===== src/rtl/pipe_ctrl_pkg.sv =====
// pipe_ctrl_pkg: shared definitions for the pipeline sequencer.
//   STATE_W          - width of the sequencer state / debug state port
//   DRAIN_CYCLES_DEF - default EX->MEM->WB drain length after a halt
//   state_e          - sequencer states (RUN, MEM_WAIT, HALT_DRAIN, HALTED)
package pipe_ctrl_pkg;

  localparam int STATE_W          = 3;
  localparam int DRAIN_CYCLES_DEF = 2;

  typedef enum logic [STATE_W-1:0] {
    RUN        = 3'd0,
    MEM_WAIT   = 3'd1,
    HALT_DRAIN = 3'd2,
    HALTED     = 3'd3
  } state_e;

endpackage


===== src/rtl/haz_detect.sv =====
// haz_detect: combinational load-use hazard detector.
// Ports:
//   p0_addr, p1_addr : source register addresses of the ID instruction
//   re0, re1         : source read enables
//   wr_addr          : destination register of the EX instruction
//   mem_read         : EX instruction is a load
//   hazard           : ID consumes the result of the load currently in EX
module haz_detect #(
  parameter int REG_ADDR_W = 4
) (
  input  logic [REG_ADDR_W-1:0] p0_addr,
  input  logic [REG_ADDR_W-1:0] p1_addr,
  input  logic                  re0,
  input  logic                  re1,
  input  logic [REG_ADDR_W-1:0] wr_addr,
  input  logic                  mem_read,
  output logic                  hazard
);

  logic match0;
  logic match1;

  always_comb begin
    match0 = re0 && (p0_addr == wr_addr);
    match1 = re1 && (p1_addr == wr_addr);
    // Register 0 is hardwired, so a load "into" it never creates a dependency.
    hazard = mem_read && (wr_addr != '0) && (match0 || match1);
  end

endmodule


===== src/rtl/pipe_hazard_ctrl.sv =====
// pipe_hazard_ctrl: central sequencer for the 5-stage pipeline.
// Arbitrates data-memory wait, branch mispredict, halt drain and load-use
// hazards into stall / flush / bubble controls for the pipe registers and PC.
// Ports:
//   clk, rst_n                      : clock, asynchronous active-low reset
//   ID_p0_addr, ID_p1_addr          : ID source register addresses
//   ID_cntrl_re0, ID_cntrl_re1      : ID source read enables
//   EX_reg_write_addr               : EX destination register
//   EX_cntrl_mem_read               : EX holds a load
//   EX_branch_mispredict            : EX branch resolved wrong
//   EX_hlt                          : EX holds a halt
//   dmem_req, dmem_ready            : MEM access pending / completing
//   pc_hold                         : PC keeps its value
//   stall_if_id/id_ex/ex_mem        : hold the named pipe register
//   flush_if_id/id_ex               : zero the named pipe register
//   insert_nop                      : bubble into ID/EX
//   halted                          : core drained, sticky until reset
//   state                           : current sequencer state (debug)
// Optional build macro HAZ_PERF_CNT_EN adds saturating event counters
//   stall_cycles, flush_events, bubble_events.
// Outputs are a combinational (Mealy) decode of state and inputs.
module pipe_hazard_ctrl
  import pipe_ctrl_pkg::*;
#(
  parameter int REG_ADDR_W   = 4,
  parameter int DRAIN_CYCLES = DRAIN_CYCLES_DEF
) (
  input  logic                  clk,
  input  logic                  rst_n,
  input  logic [REG_ADDR_W-1:0] ID_p0_addr,
  input  logic [REG_ADDR_W-1:0] ID_p1_addr,
  input  logic                  ID_cntrl_re0,
  input  logic                  ID_cntrl_re1,
  input  logic [REG_ADDR_W-1:0] EX_reg_write_addr,
  input  logic                  EX_cntrl_mem_read,
  input  logic                  EX_branch_mispredict,
  input  logic                  EX_hlt,
  input  logic                  dmem_req,
  input  logic                  dmem_ready,
  output logic                  pc_hold,
  output logic                  stall_if_id,
  output logic                  stall_id_ex,
  output logic                  stall_ex_mem,
  output logic                  flush_if_id,
  output logic                  flush_id_ex,
  output logic                  insert_nop,
  output logic                  halted,
`ifdef HAZ_PERF_CNT_EN
  output logic [15:0]           stall_cycles,
  output logic [15:0]           flush_events,
  output logic [15:0]           bubble_events,
`endif
  output logic [STATE_W-1:0]    state
);

  localparam int CNT_W = (DRAIN_CYCLES < 1) ? 1 : $clog2(DRAIN_CYCLES + 1);

  state_e           state_q;
  state_e           state_nxt;
  logic [CNT_W-1:0] cnt;
  logic [CNT_W-1:0] cnt_nxt;
  logic             halt_set;
  logic             run_path;
  logic             load_use;
  logic             mem_wait;

  haz_detect #(
    .REG_ADDR_W(REG_ADDR_W)
  ) u_haz_detect (
    .p0_addr (ID_p0_addr),
    .p1_addr (ID_p1_addr),
    .re0     (ID_cntrl_re0),
    .re1     (ID_cntrl_re1),
    .wr_addr (EX_reg_write_addr),
    .mem_read(EX_cntrl_mem_read),
    .hazard  (load_use)
  );

  assign mem_wait = dmem_req && !dmem_ready;
  assign state    = state_q;

  always_comb begin
    pc_hold      = 1'b0;
    stall_if_id  = 1'b0;
    stall_id_ex  = 1'b0;
    stall_ex_mem = 1'b0;
    flush_if_id  = 1'b0;
    flush_id_ex  = 1'b0;
    insert_nop   = 1'b0;
    state_nxt    = state_q;
    cnt_nxt      = cnt;
    halt_set     = 1'b0;
    run_path     = 1'b0;

    case (state_q)
      RUN: run_path = 1'b1;

      // The ready cycle falls through to the RUN arbitration so that an
      // event deferred by the wait (e.g. a held mispredict) is acted on now.
      MEM_WAIT: begin
        if (!dmem_ready) begin
          pc_hold      = 1'b1;
          stall_if_id  = 1'b1;
          stall_id_ex  = 1'b1;
          stall_ex_mem = 1'b1;
        end else begin
          run_path = 1'b1;
        end
      end

      HALT_DRAIN: begin
        pc_hold     = 1'b1;
        flush_if_id = 1'b1;
        if (mem_wait) begin
          stall_if_id  = 1'b1;
          stall_id_ex  = 1'b1;
          stall_ex_mem = 1'b1;
        end else if (cnt <= CNT_W'(1)) begin
          // Final decrement reaches zero: the halt has left WB.
          cnt_nxt   = '0;
          state_nxt = HALTED;
          halt_set  = 1'b1;
        end else begin
          cnt_nxt = cnt - CNT_W'(1);
        end
      end

      HALTED: begin
        pc_hold      = 1'b1;
        stall_if_id  = 1'b1;
        stall_id_ex  = 1'b1;
        stall_ex_mem = 1'b1;
      end

      default: state_nxt = RUN;
    endcase

    if (run_path) begin
      if (mem_wait) begin
        pc_hold      = 1'b1;
        stall_if_id  = 1'b1;
        stall_id_ex  = 1'b1;
        stall_ex_mem = 1'b1;
        state_nxt    = MEM_WAIT;
      end else if (EX_branch_mispredict) begin
        flush_if_id = 1'b1;
        flush_id_ex = 1'b1;
        state_nxt   = RUN;
      end else if (EX_hlt) begin
        pc_hold     = 1'b1;
        flush_if_id = 1'b1;
        cnt_nxt     = CNT_W'(DRAIN_CYCLES);
        state_nxt   = HALT_DRAIN;
      end else if (load_use) begin
        pc_hold     = 1'b1;
        stall_if_id = 1'b1;
        insert_nop  = 1'b1;
        state_nxt   = RUN;
      end else begin
        state_nxt = RUN;
      end
    end
  end

  always_ff @(posedge clk or negedge rst_n) begin
    if (!rst_n) begin
      state_q <= RUN;
      cnt     <= '0;
      halted  <= 1'b0;
    end else begin
      state_q <= state_nxt;
      cnt     <= cnt_nxt;
      if (halt_set) begin
        halted <= 1'b1;
      end
    end
  end

`ifdef HAZ_PERF_CNT_EN
  always_ff @(posedge clk or negedge rst_n) begin
    if (!rst_n) begin
      stall_cycles  <= '0;
      flush_events  <= '0;
      bubble_events <= '0;
    end else begin
      if (stall_id_ex && (stall_cycles != '1)) begin
        stall_cycles <= stall_cycles + 16'd1;
      end
      if (flush_id_ex && (flush_events != '1)) begin
        flush_events <= flush_events + 16'd1;
      end
      if (insert_nop && (bubble_events != '1)) begin
        bubble_events <= bubble_events + 16'd1;
      end
    end
  end
`endif

endmodule


===== config.mk =====
export PLATFORM = sky130hd
export DESIGN_NAME = pipe_hazard_ctrl
export DESIGN_NICKNAME = d
export VERILOG_FILES = /design/src/rtl/pipe_ctrl_pkg.sv /design/src/rtl/haz_detect.sv /design/src/rtl/pipe_hazard_ctrl.sv
export SDC_FILE = /design/constraint.sdc
export NUM_CORES = 1
export LEC_CHECK = 0
export ABC_CLOCK_PERIOD_IN_PS = 1900
export CORE_UTILIZATION = 29
export DETAILED_ROUTE_END_ITERATION = 10
export PLACE_DENSITY = 0.82
export SLEW_MARGIN = 30
export SYNTH_ARGS = -nofsm -noshare
export SYNTH_HDL_FRONTEND = slang
export SYNTH_SLANG_ARGS = --single-unit

===== constraint.sdc =====
create_clock -name clk -period 1.9 [get_ports clk]
set_input_delay 0.57 -clock clk [delete_from_list [all_inputs] [get_ports clk]]
set_output_delay 0.57 -clock clk [all_outputs]
set_load 0.01 [all_outputs]

==> results.json <==
{
  "outcome": "finished with violations",
  "violations_in_the_final_reports": "negative setup slack",
  "post_synth_instance_area_um2": 438,
  "worstHoldPathType": "flop to flop",
  "postRouteAntennaNets": 0,
  "cts-htree-levels": 1,
  "library_cell_used_as_clock_root_buffer": "sky130_fd_sc_hd__clkbuf_4",
  "synth.yosys.seq_area_share_pct": 28.6,
  "final.period_utilization_pct": 119,
  "dpl-instance-area_um2": 855,
  "hold_ws_ps": 492,
  "post-route-drc-count": 0,
  "ys_top_cells_by_area": "sky130_fd_sc_hd__dfrtp_1, sky130_fd_sc_hd__xor2_1, sky130_fd_sc_hd__nor3b_1",
  "yosys.area.top_type_share_pct": 28.6,
  "fmax_ghz": 0.441,
  "dieHeight_um": 40.9,
  "skew_final_ps": 2.55,
  "clock_tree.buffer_depth": 2,
  "crit_required_ps": 1330,
  "place.detailed.hpwl_um": 1160,
  "min_clock_period_post_route_ps": 2270,
  "track_usage_pct": 21.6,
  "flip_flop_and_latch_count_after_synthesis": 5,
  "fp-row-count": 13,
  "netlist-cell-type-count": 27,
  "power.switching_uw": 270,
  "design.die.area_um2": 1670,
  "via_count_of_the_first_global_routing_pass": 577,
  "max_cap_viol_count": 0,
  "end_kind": "output port",
  "place.port_buffers": 30,
  "setup_violations": 6,
  "reg2regPathDepth": 4,
  "dr_total_vias": 568,
  "yosysWarningCount": 0,
  "grt_start_max_net_pins": 6,
  "drt_first_iter_violations": 3,
  "die_x_um": 40.9,
  "hold_buffers": 0,
  "power.share.clock_pct": 15.7,
  "antenna_found_initial": 0,
  "pwr-share-seq_pct": 22.6,
  "synth.net_count": 74,
  "p_per_area_nw_per_um2": 736,
  "p_sw_share_pct": 35.3,
  "final_layout_size_suffix_gt1_share_pct": 57.8,
  "cp_max_fo": 2,
  "postSynthCellCount": 53,
  "place_congestion": 0.682,
  "layout.cells.most_common_list": "sky130_fd_sc_hd__buf_6, sky130_fd_sc_hd__buf_4, sky130_fd_sc_hd__dlygate4sd2_1",
  "post_drt_via_cell_ratio": 4.85,
  "io_pins": 32,
  "total_clock_sinks": 5,
  "min_to": "halted",
  "layout_setup_ws_ps": -366,
  "cellInternalPower_uw": 494,
  "cellLeakagePower_uw": 0.000453,
  "final_hold_viol_count": 0,
  "gr-total-overflow": 0,
  "setup_slack_of_the_most_critical_reg_to_reg_path_ps": 320,
  "final_stage_net_count": 124,
  "worstReg2RegEnd": "cnt[0]",
  "min_from": "halted",
  "number_of_buffers_added_by_the_clock_tree_synthesis_step": 3,
  "finish.instance_area_um2": 1040,
  "clkLatencyLatePin_ps": 240,
  "tritoncts_clock_tree": "built",
  "critical_path_class": "input port to output port",
  "maximum_vdd_ir_drop_mv": 0.478,
  "routedWlPerCell_um": 14.2,
  "grt_first_pass_wirelength_um": 2260,
  "report.power.total_uw": 764,
  "comb_power_share_pct": 61.7,
  "hold_path_depth": 1,
  "worstSetupStartpointType": "input port",
  "netlist.top_cell.by_area": "sky130_fd_sc_hd__dfrtp_1",
  "maxSlewViolCount": 0,
  "cts.clk_slew.worst_paths_ps": 40,
  "antenna_cells_inserted": 0,
  "first_pass_iters": 3,
  "floorplan.initialDensity_pct": 32.4,
  "post_synth.cell_area_avg_um2": 8.26,
  "crit-reg2reg-launch": "state[0]",
  "area_growth_pct": 137,
  "setup_repair_after_global_routing_missed_its_margin": "yes",
  "core_um2": 1350,
  "arrival_ps": 1700,
  "postRouteWirelength_um": 1660
}
-- metal layers --
metal  wire length (um)  vias up  track usage, %
met2                993       26            47.7
met3                168        0            5.98
met5                  0        -               0
li1                   -      278               -
met1                499      264            16.3
met4                  0        0            7.50
-- metrics by stage --
step           util (%)  std cells  setup TNS, ps  setup slack [ps]
6_report           76.9        117          -1380              -366
2_1_floorplan         -         53           -282              -137
5_1_grt            76.9        117          -1640              -436
3_5_place_dp       63.3        110          -7080             -1110
4_1_cts            72.1        116          -1420              -371
3_3_place_gp       63.3        110          -7020             -1130
-- state kept, by name (all words and copies together), names as in the netlist --
| signal | cells |
|---|---|
| halted | 1 |
| cnt | 2 |
| state | 2 |
-- synth_stat cells --
cell type,n
sky130_fd_sc_hd__xnor2_1,2
sky130_fd_sc_hd__or2_2,1
sky130_fd_sc_hd__nand3_1,2
sky130_fd_sc_hd__or3_4,1
sky130_fd_sc_hd__and2_1,1
sky130_fd_sc_hd__nor2b_1,2
sky130_fd_sc_hd__a21oi_1,3
sky130_fd_sc_hd__o22ai_1,1
sky130_fd_sc_hd__o41a_1,1
sky130_fd_sc_hd__nand2b_1,1
sky130_fd_sc_hd__xor2_1,6
sky130_fd_sc_hd__and3b_1,1
sky130_fd_sc_hd__nor3_1,2
sky130_fd_sc_hd__a22oi_1,1
sky130_fd_sc_hd__nand2_1,3
sky130_fd_sc_hd__conb_1,1
sky130_fd_sc_hd__a32oi_1,1
sky130_fd_sc_hd__nor3b_1,3
sky130_fd_sc_hd__o21ai_0,2
sky130_fd_sc_hd__nor2_1,4
sky130_fd_sc_hd__inv_1,2
sky130_fd_sc_hd__a211oi_1,1
sky130_fd_sc_hd__or3_1,1
sky130_fd_sc_hd__buf_4,2
sky130_fd_sc_hd__dfrtp_1,5
sky130_fd_sc_hd__or3b_1,1
sky130_fd_sc_hd__o21bai_1,2
-- area by class of cell --
class,count,area [um2]
Sequential cell,5,125
Multi-Input combinational cell,44,437
Fill cell,105,312
Clock buffer,4,26.3
Inverter,2,7.51
Timing Repair Buffer,47,424
Tap cell,15,18.8
-- worst max-delay path by stage --
| stage | startpoint | to | slack, ps | cells after the start |
|---|---|---|---|---|
| after CTS | EX_reg_write_addr[3] | pc_hold | -370 | 6 |
| final | EX_reg_write_addr[3] | pc_hold | -370 | 6 |
| after global routing | EX_reg_write_addr[3] | pc_hold | -440 | 6 |
| after floorplan | EX_reg_write_addr[1] | pc_hold | -140 | 4 |
| after global placement | EX_reg_write_addr[2] | pc_hold | -1130 | 6 |
| after detailed placement | EX_reg_write_addr[2] | pc_hold | -1110 | 6 |
-- power groups by stage --
stage	Combinational [uW]	Sequential [uW]	Clock, uW
finish	472	173	120
global placement	421	166	0
CTS	449	171	125
detailed placement	429	167	0
global route	507	175	129
floorplan	169	172	0
-- worst max-delay path: stages --
cell	delay, ps
sky130_fd_sc_hd__buf_8	90
sky130_fd_sc_hd__o41a_1	440
sky130_fd_sc_hd__and3b_1	190
sky130_fd_sc_hd__a32oi_2	180
sky130_fd_sc_hd__a21oi_1	90
sky130_fd_sc_hd__buf_2	140
-- repair_timing --
action | in CTS | in global routing
endpoints found under the setup margin | 8 | 7
gates cloned | 0 | 0
resized for setup | 101 | 17
pin swaps | 17 | 13
setup buffers | 2 | 1
-- logic make-up (layout without fill, tap and decap cells) --
group / Yosys count / after routing / synth area share [%]
buffers and inverters: 4 / 53 / 5.14
flip-flops: 5 / 5 / 28.6
AND/OR/NAND/NOR: 23 / 23 / 30.9
AO/OA/AOI/OAI: 12 / 12 / 18.6
other: 1 / 1 / 0.856
XOR/XNOR: 8 / 8 / 16.0
Note: power is estimated with default switching activity, not from simulation.
